$ cat src/rtl/alu_control_seq.sv
// Purpose: registered ALU control decoder; {ALUOp, OpCode, Funct} -> CTRL_W control word, illegal flag, MUL/DIV flag.
// Latency: 1 cycle from accept to out_valid; a single output register allows back-to-back streaming with no bubble.
// Backpressure: in_ready = out_ready && !multi_cycle while full; a handed-off MUL/DIV stalls issue for MC_LATENCY cycles.
module alu_control_seq #(
    parameter int ALUOP_W    = 2,
    parameter int OP_W       = 6,
    parameter int FUNCT_W    = 6,
    parameter int CTRL_W     = 4,
    parameter int MC_LATENCY = 4,
    parameter int ERR_W      = 8
) (
    input  logic               clk,
    input  logic               reset,
    input  logic               in_valid,
    output logic               in_ready,
    input  logic [ALUOP_W-1:0] ALUOp,
    input  logic [OP_W-1:0]    OpCode,
    input  logic [FUNCT_W-1:0] Funct,
    output logic               out_valid,
    input  logic               out_ready,
    output logic [CTRL_W-1:0]  alu_ctrl,
    output logic               multi_cycle,
    output logic               illegal,
    output logic               busy,
    output logic [ERR_W-1:0]   err_count
);

    // Stall counter only needs to hold MC_LATENCY-1.
    localparam int CNT_W = (MC_LATENCY > 1) ? $clog2(MC_LATENCY) : 1;
    localparam logic [CNT_W-1:0] CNT_LOAD = CNT_W'(MC_LATENCY - 1);
    localparam logic [ERR_W-1:0] ERR_MAX  = '1;

    // Op classes carried on ALUOp.
    localparam logic [ALUOP_W-1:0] AOP_ADD   = ALUOP_W'(2'b00);
    localparam logic [ALUOP_W-1:0] AOP_SUB   = ALUOP_W'(2'b01);
    localparam logic [ALUOP_W-1:0] AOP_RTYPE = ALUOP_W'(2'b10);
    localparam logic [ALUOP_W-1:0] AOP_ITYPE = ALUOP_W'(2'b11);

    // R-type function codes.
    localparam logic [FUNCT_W-1:0] F_AND = FUNCT_W'(6'b100000);
    localparam logic [FUNCT_W-1:0] F_ADD = FUNCT_W'(6'b100001);
    localparam logic [FUNCT_W-1:0] F_SUB = FUNCT_W'(6'b100010);
    localparam logic [FUNCT_W-1:0] F_OR  = FUNCT_W'(6'b100011);
    localparam logic [FUNCT_W-1:0] F_SLL = FUNCT_W'(6'b100101);
    localparam logic [FUNCT_W-1:0] F_SRL = FUNCT_W'(6'b100110);
    localparam logic [FUNCT_W-1:0] F_SRA = FUNCT_W'(6'b101000);
    localparam logic [FUNCT_W-1:0] F_SLT = FUNCT_W'(6'b101001);
    localparam logic [FUNCT_W-1:0] F_MUL = FUNCT_W'(6'b101010);
    localparam logic [FUNCT_W-1:0] F_DIV = FUNCT_W'(6'b101011);

    // I-type opcodes.
    localparam logic [OP_W-1:0] O_ANDI = OP_W'(6'b110000);
    localparam logic [OP_W-1:0] O_ADDI = OP_W'(6'b110001);
    localparam logic [OP_W-1:0] O_ORI  = OP_W'(6'b110011);
    localparam logic [OP_W-1:0] O_SLTI = OP_W'(6'b110100);

    // ALU control codes, zero-extended to CTRL_W.
    localparam logic [CTRL_W-1:0] C_AND = CTRL_W'(4'b0000);
    localparam logic [CTRL_W-1:0] C_ADD = CTRL_W'(4'b0001);
    localparam logic [CTRL_W-1:0] C_SUB = CTRL_W'(4'b0010);
    localparam logic [CTRL_W-1:0] C_OR  = CTRL_W'(4'b0011);
    localparam logic [CTRL_W-1:0] C_SLL = CTRL_W'(4'b0101);
    localparam logic [CTRL_W-1:0] C_SRL = CTRL_W'(4'b0110);
    localparam logic [CTRL_W-1:0] C_SRA = CTRL_W'(4'b1000);
    localparam logic [CTRL_W-1:0] C_SLT = CTRL_W'(4'b1001);
    localparam logic [CTRL_W-1:0] C_MUL = CTRL_W'(4'b1010);
    localparam logic [CTRL_W-1:0] C_DIV = CTRL_W'(4'b1011);
    localparam logic [CTRL_W-1:0] C_ILL = '1;

    typedef enum logic [1:0] {
        ST_IDLE  = 2'd0,
        ST_FULL  = 2'd1,
        ST_STALL = 2'd2
    } state_t;

    state_t             r_state;
    state_t             w_next_state;
    logic [CNT_W-1:0]   r_stall_cnt;
    logic [CTRL_W-1:0]  r_ctrl;
    logic               r_mc;
    logic               r_ill;
    logic [ERR_W-1:0]   r_err;

    logic [CTRL_W-1:0]  w_dec_ctrl;
    logic               w_dec_mc;
    logic               w_dec_ill;
    logic               w_in_ready;
    logic               w_accept;
    logic               w_handoff;

    // Decode the incoming fields; anything unmatched falls through as illegal.
    always_comb begin
        w_dec_ctrl = C_ILL;
        w_dec_mc   = 1'b0;
        w_dec_ill  = 1'b1;
        case (ALUOp)
            AOP_ADD: begin
                w_dec_ctrl = C_ADD;
                w_dec_ill  = 1'b0;
            end
            AOP_SUB: begin
                w_dec_ctrl = C_SUB;
                w_dec_ill  = 1'b0;
            end
            AOP_RTYPE: begin
                case (Funct)
                    F_AND: begin w_dec_ctrl = C_AND; w_dec_ill = 1'b0; end
                    F_ADD: begin w_dec_ctrl = C_ADD; w_dec_ill = 1'b0; end
                    F_SUB: begin w_dec_ctrl = C_SUB; w_dec_ill = 1'b0; end
                    F_OR:  begin w_dec_ctrl = C_OR;  w_dec_ill = 1'b0; end
                    F_SLL: begin w_dec_ctrl = C_SLL; w_dec_ill = 1'b0; end
                    F_SRL: begin w_dec_ctrl = C_SRL; w_dec_ill = 1'b0; end
                    F_SRA: begin w_dec_ctrl = C_SRA; w_dec_ill = 1'b0; end
                    F_SLT: begin w_dec_ctrl = C_SLT; w_dec_ill = 1'b0; end
                    F_MUL: begin w_dec_ctrl = C_MUL; w_dec_ill = 1'b0; w_dec_mc = 1'b1; end
                    F_DIV: begin w_dec_ctrl = C_DIV; w_dec_ill = 1'b0; w_dec_mc = 1'b1; end
                    default: ;
                endcase
            end
            AOP_ITYPE: begin
                case (OpCode)
                    O_ANDI: begin w_dec_ctrl = C_AND; w_dec_ill = 1'b0; end
                    O_ADDI: begin w_dec_ctrl = C_ADD; w_dec_ill = 1'b0; end
                    O_ORI:  begin w_dec_ctrl = C_OR;  w_dec_ill = 1'b0; end
                    O_SLTI: begin w_dec_ctrl = C_SLT; w_dec_ill = 1'b0; end
                    default: ;
                endcase
            end
            default: ;
        endcase
    end

    // Next-state and in_ready; a held MUL/DIV blocks issue so the stall can follow its handoff.
    always_comb begin
        w_next_state = r_state;
        w_in_ready   = 1'b0;
        case (r_state)
            ST_IDLE: begin
                w_in_ready = 1'b1;
                if (in_valid) begin
                    w_next_state = ST_FULL;
                end
            end
            ST_FULL: begin
                w_in_ready = out_ready && !r_mc;
                if (out_ready) begin
                    if (r_mc) begin
                        w_next_state = ST_STALL;
                    end else if (in_valid) begin
                        w_next_state = ST_FULL;
                    end else begin
                        w_next_state = ST_IDLE;
                    end
                end
            end
            ST_STALL: begin
                if (r_stall_cnt == '0) begin
                    w_next_state = ST_IDLE;
                end
            end
            default: begin
                w_next_state = ST_IDLE;
            end
        endcase
    end

    assign w_accept  = in_valid && w_in_ready;
    assign w_handoff = (r_state == ST_FULL) && out_ready;

    // State register.
    always_ff @(posedge clk or posedge reset) begin
        if (reset) begin
            r_state <= ST_IDLE;
        end else begin
            r_state <= w_next_state;
        end
    end

    // Stall counter: loaded on a multi-cycle handoff, counts down to zero while stalled.
    always_ff @(posedge clk or posedge reset) begin
        if (reset) begin
            r_stall_cnt <= '0;
        end else if (w_handoff && r_mc) begin
            r_stall_cnt <= CNT_LOAD;
        end else if ((r_state == ST_STALL) && (r_stall_cnt != '0)) begin
            r_stall_cnt <= r_stall_cnt - CNT_W'(1);
        end
    end

    // Output register: captures the decoded op on accept, otherwise holds.
    always_ff @(posedge clk or posedge reset) begin
        if (reset) begin
            r_ctrl <= '0;
            r_mc   <= 1'b0;
            r_ill  <= 1'b0;
        end else if (w_accept) begin
            r_ctrl <= w_dec_ctrl;
            r_mc   <= w_dec_mc;
            r_ill  <= w_dec_ill;
        end
    end

    // Saturating count of accepted illegal encodings.
    always_ff @(posedge clk or posedge reset) begin
        if (reset) begin
            r_err <= '0;
        end else if (w_accept && w_dec_ill && (r_err != ERR_MAX)) begin
            r_err <= r_err + ERR_W'(1);
        end
    end

    assign in_ready    = w_in_ready;
    assign out_valid   = (r_state == ST_FULL);
    assign busy        = (r_state == ST_STALL);
    assign alu_ctrl    = r_ctrl;
    assign multi_cycle = r_mc;
    assign illegal     = r_ill;
    assign err_count   = r_err;

endmodule

$ cat config.mk
export PLATFORM = sky130hd
export DESIGN_NAME = alu_control_seq
export DESIGN_NICKNAME = d
export VERILOG_FILES = /design/src/rtl/alu_control_seq.sv
export SDC_FILE = /design/constraint.sdc
export NUM_CORES = 1
export LEC_CHECK = 0
export CORE_MARGIN = 5
export CORE_UTILIZATION = 44
export DETAILED_ROUTE_END_ITERATION = 8
export PLACE_DENSITY = 0.79
export SYNTH_ARGS = -nofsm -noshare
export SYNTH_HDL_FRONTEND = slang
export SYNTH_SLANG_ARGS = --single-unit
$ cat constraint.sdc
create_clock -name clk -period 1.85 [get_ports clk]
set_input_delay 0.555 -clock clk [delete_from_list [all_inputs] [get_ports clk]]
set_output_delay 0.555 -clock clk [all_outputs]
set_load 0.02 [all_outputs]
## Yosys cells after proc, flatten, opt, wreduce, memory -nomap -nowiden

Cells that the tools add are included.

- Register bits: 18
- Bits in latches: 0
- Memory bits (writable): 0
- Bits in read-only memories: 0
- Output and inout bits: 17
- Memories: 0

- Add/sub/neg operators: 2
- $mul: 0
- Div/mod/pow operators: 0
- Magnitude comparators: 0
- Equal/unequal tests: 23
- Shifts and indexed selects: 0
- Muxes and demuxes: 17
- Bitwise operators: 0
- Reductions and logical operators: 18

Operator list:

| kind | count |
|---|---|
| $eq A6 B6 Y1 const B | 14 |
| $pmux W4 S10 | 1 |
| $pmux W4 S4 | 2 |
| $mux W2 | 6 |
| $reduce_or A10 Y1 | 1 |
| $add A8 B1 Y8 const B | 1 |
| $ne A8 B8 Y1 const B | 1 |
| $logic_and A1 B1 Y1 | 7 |
| $eq A2 B2 Y1 const B | 3 |
| $logic_not A2 Y1 | 3 |
| $pmux W2 S3 | 1 |
| $mux W1 | 5 |
| $eq A2 B1 Y1 const B | 2 |
| $ne A2 B1 Y1 const B | 2 |
| $reduce_bool A2 Y1 | 2 |
| $reduce_or A2 Y1 | 2 |
| $reduce_or A4 Y1 | 1 |
| $pmux W1 S3 | 1 |
| $reduce_and A3 Y1 | 1 |
| $ne A2 B2 Y1 const B | 1 |
| $pmux W1 S2 | 1 |
| $sub A2 B1 Y2 const B | 1 |
| $logic_not A1 Y1 | 1 |

## Longest topological paths before layout

- Depth in word-level cells: 6
- Depth in mapped cells: 7

## Least setup slack after synthesis

Ideal clock, no wire load.

- Path type: input to register
- From: input OpCode[3]
- To: register r_err[1] (netlist: err_count[1])
- Library setup time: 125 ps
- Arrival: 1,694 ps
- Required time: 1,725 ps
- Setup slack: 31 ps
- Stages on the path: 4
- Path buffers: 0
- Path through: nand3b_1 > o31a_1 > o211ai_4 > mux2_4

- Longest elaborated chain between the ends: 6
- Elaborated cells on any way between the ends: 9
- Those cells by class: eq/ne: 4; mux: 2; reduce/logical: 3

RTL lines:

| item | RTL line | RTL |
|---|---|---|
| start, declared | 17 | `input logic [OP_W-1:0] OpCode,` |
| $eq A6 B6 Y1 | 121 | `case (OpCode)` |
| $reduce_or A4 Y1 (no line) * | -- |  |
| $mux W1 * | 121 |  |
| $pmux W1 S3 * | 96 | `case (ALUOp)` |
| $logic_and A1 B1 Y1 * (2 in series) | 207 | `end else if (w_accept && w_dec_ill && (r_err != ERR_MAX)) begin` |
| end signal, assigned | 208 | `r_err <= r_err + ERR_W'(1);` |
| end, declared | 82 | `logic [ERR_W-1:0] r_err;` |

Mark *: on every way between the ends. The rest lies on a longest branch, timed or not.
A chain may end at the register's enable or synchronous reset.

## Worst setup path in the final report

- From: input Funct[5]
- To: register r_err[1] (netlist: err_count[1])

- Longest elaborated chain between the ends: 6
- Elaborated cells on any way between the ends: 15
- Those cells by class: eq/ne: 10; mux: 2; reduce/logical: 3

RTL lines:

| item | RTL line | RTL |
|---|---|---|
| start, declared | 18 | `input logic [FUNCT_W-1:0] Funct,` |
| $eq A6 B6 Y1 | 106 | `case (Funct)` |
| $reduce_or A10 Y1 (no line) * | -- |  |
| $mux W1 * | 106 |  |
| $pmux W1 S3 * | 96 |  |
| $logic_and A1 B1 Y1 * (2 in series) | 207 |  |

Marked as above.

==> reports/qor.yml <==
grt_max_degree: 19
firstDrtPassIters: 4
r2r_setup_slack_ns: 0.26
synth_edf_count: 0
cts_buffer_depth: 2
fillers: 179
hold_path_startpoint: "alu_ctrl[1]"
r2r-end: "err_count[7]"
place_hpwl_um: 2200
clk_latency_ns: 0.28
netlist_area_um2: 1020
p_per_area_nw_per_um2: 742
holdCritPathClass: "register to register"
grt_overflow: 0
ant_nets: 0
place_congestion: 0.874
grt_setup_unrepaired: "false"
synth_nets: 125
p_leak_nw: 0.843
ys_warn_count: 0
ys_types: 36
fmax_mhz: 544
die_y_um: 58.2
layout_commonest_cell: "buf_4"
ys_seq_elements: 18
crit_type: "primary input to register"
drt_iter0_markers: 23
finalCritPeriodShare: 0.994
num_vias: 1050
tightest_slew_ns: 0.364
antenna_found_initial: 0
critPathMaxFanout: 8
row_count: 17
final_cell_mix: "buf_4, dlygate4sd2_1, dfrtp_1"
finClkSkew_ns: 0.000515
ys_async_sr_fraction: 1.00
cp-start-kind: "primary input"
vdd_drop_max_uv: 913
core-area_um2: 2210
initial_core_util: 0.462
grt_pass1_wl_um: 4840
drv_cap: 0
holdBufCountCts: 0
clk_pin_slew_ns: 0.09
maxSlewViolCount: 0
wirelength_um: 2810
setup_viol: 0
ys.flop_type: "dfrtp_1"
drc_errors: 0
reg2reg_depth: 6
arrival_ns: 2.02
layout_min_cycle_time_ns: 1.84
grt_usage: 0.182
relSlewSlack: 0.751
grt_pass1_vias: 1106
hold_slack_ns: 0.493
synth.avg_cell_area_um2: 9.74
vias_per_cell: 5.41
cts_root_buffer: "clkbuf_4"
drive_gt1_frac: 0.259
clkSinkCount: 18
cts_htree_levels: 1
antenna_cells: 0
io_pins: 35
ys_seq_area_frac: 0.441
holdPathStages: 2
numPortBuffers: 34
wl_per_cell_um: 14.5
layout.nets: 188
die_area_um2: 3390
outcome: "completed"
fin_tns_setup_ns: 0
r2r_start: "r_state[1]"
final-hold-violation-count: 0
syn_to_final_growth_pct: 58.6
tritoncts: "built"
min_to: "alu_ctrl[1]"
die_w_um: 58.2
cts_buffers: 3
crit_required_ns: 2.03
synth_cells: 105
end_kind: "register"
## cells by family (layout without fill, tap and decap cells)
logic type	after synthesis	after routing	share of synthesized area
simple gates	43	43	0.218
compound gates	25	25	0.200
flops	18	18	0.441
xor+xnor	9	9	0.0771
buf+inv	7	68	0.0257
fa+ha+maj	2	2	0.0245
mux	1	1	0.0147
## synthesized netlist by cell type (2+ instances only)
library cell	count	area, um^2
nand2b_1	4	25.0
xnor2_1	3	26.3
nor2b_1	4	25.0
o21ai_0	5	25.0
nand2_1	12	45.0
inv_1	5	18.8
o41ai_1	3	26.3
ha_1	2	25.0
a211oi_1	2	15.0
a21oi_1	3	15.0
xor2_1	6	52.6
dfrtp_1	18	450
clkbuf_1	2	7.51
nand3_1	5	25.0
nor3_1	3	15.0
nor2_1	7	26.3
o31ai_1	2	15.0
## critical path: stages
cell and delay, ns:
dlygate4sd2_1 0.29, or3b_4 0.41, o311a_4 0.15, o211ai_4 0.28, mux2_4 0.33
## layer usage
layer  vias to the layer above  global-route usage  routed length (um)
met5                         -                   0                   0
met4                         0              0.0563                  33
met3                         4              0.0334                 110
met2                        33               0.339                1470
met1                       512               0.209                1190
li1                        501                   -                   -
## registers in the layout, summed over array words and instances, names as in the netlist
signal and cells:
err_count 8, alu_ctrl 4, r_state 2, illegal 1, r_stall_cnt 2, multi_cycle 1
## layout make-up
class,count,area [um^2],area share
clock buffer,3,22.5,0.0139
multi-input combinational,80,574,0.354
inverter,5,18.8,0.0116
sequential,18,452,0.279
timing repair buffer,60,519,0.320
tap,28,35.0,0.0216
## stage by stage
stage	cells	utilization	instance area, um^2	total power [W]	worst slack, ns
2_1_floorplan	105	-	1020	0.000794	0.0310
3_3_place_gp	189	0.710	1570	0.00104	-0.602
3_5_place_dp	189	0.710	1570	0.00106	-0.681
4_1_cts	194	0.727	1610	0.00122	0.00437
5_1_grt	194	0.733	1620	0.00129	0.00547
6_report	194	0.733	1620	0.00120	0.0118
## where the power goes
group          internal [W]  switching (W)  leakage [nW]  total (W)
registers          0.000464      0.0000818         0.230   0.000546
logic              0.000229       0.000242         0.600   0.000471
clock network     0.0000756       0.000111        0.0138   0.000186
## how the worst max path moves through the flow
| stage | slack, ns | end | cells past startpoint | start |
|---|---|---|---|---|
| 2_1_floorplan | 0.03 | err_count[1] | 4 | OpCode[3] |
| 3_3_place_gp | -0.60 | in_ready | 4 | out_ready |
| 3_5_place_dp | -0.68 | in_ready | 4 | out_ready |
| 4_1_cts | 0.004 | err_count[1] | 4 | Funct[3] |
| 5_1_grt | 0.005 | busy | 2 | r_state[1] |
| 6_report | 0.01 | err_count[1] | 5 | Funct[5] |
## timing repair
action,4_1_cts,5_1_grt
pin swaps,4,1
resized for setup,36,6
setup endpoints to repair,23,7
setup buffers,2,0
(Power assumes the default switching activity.)
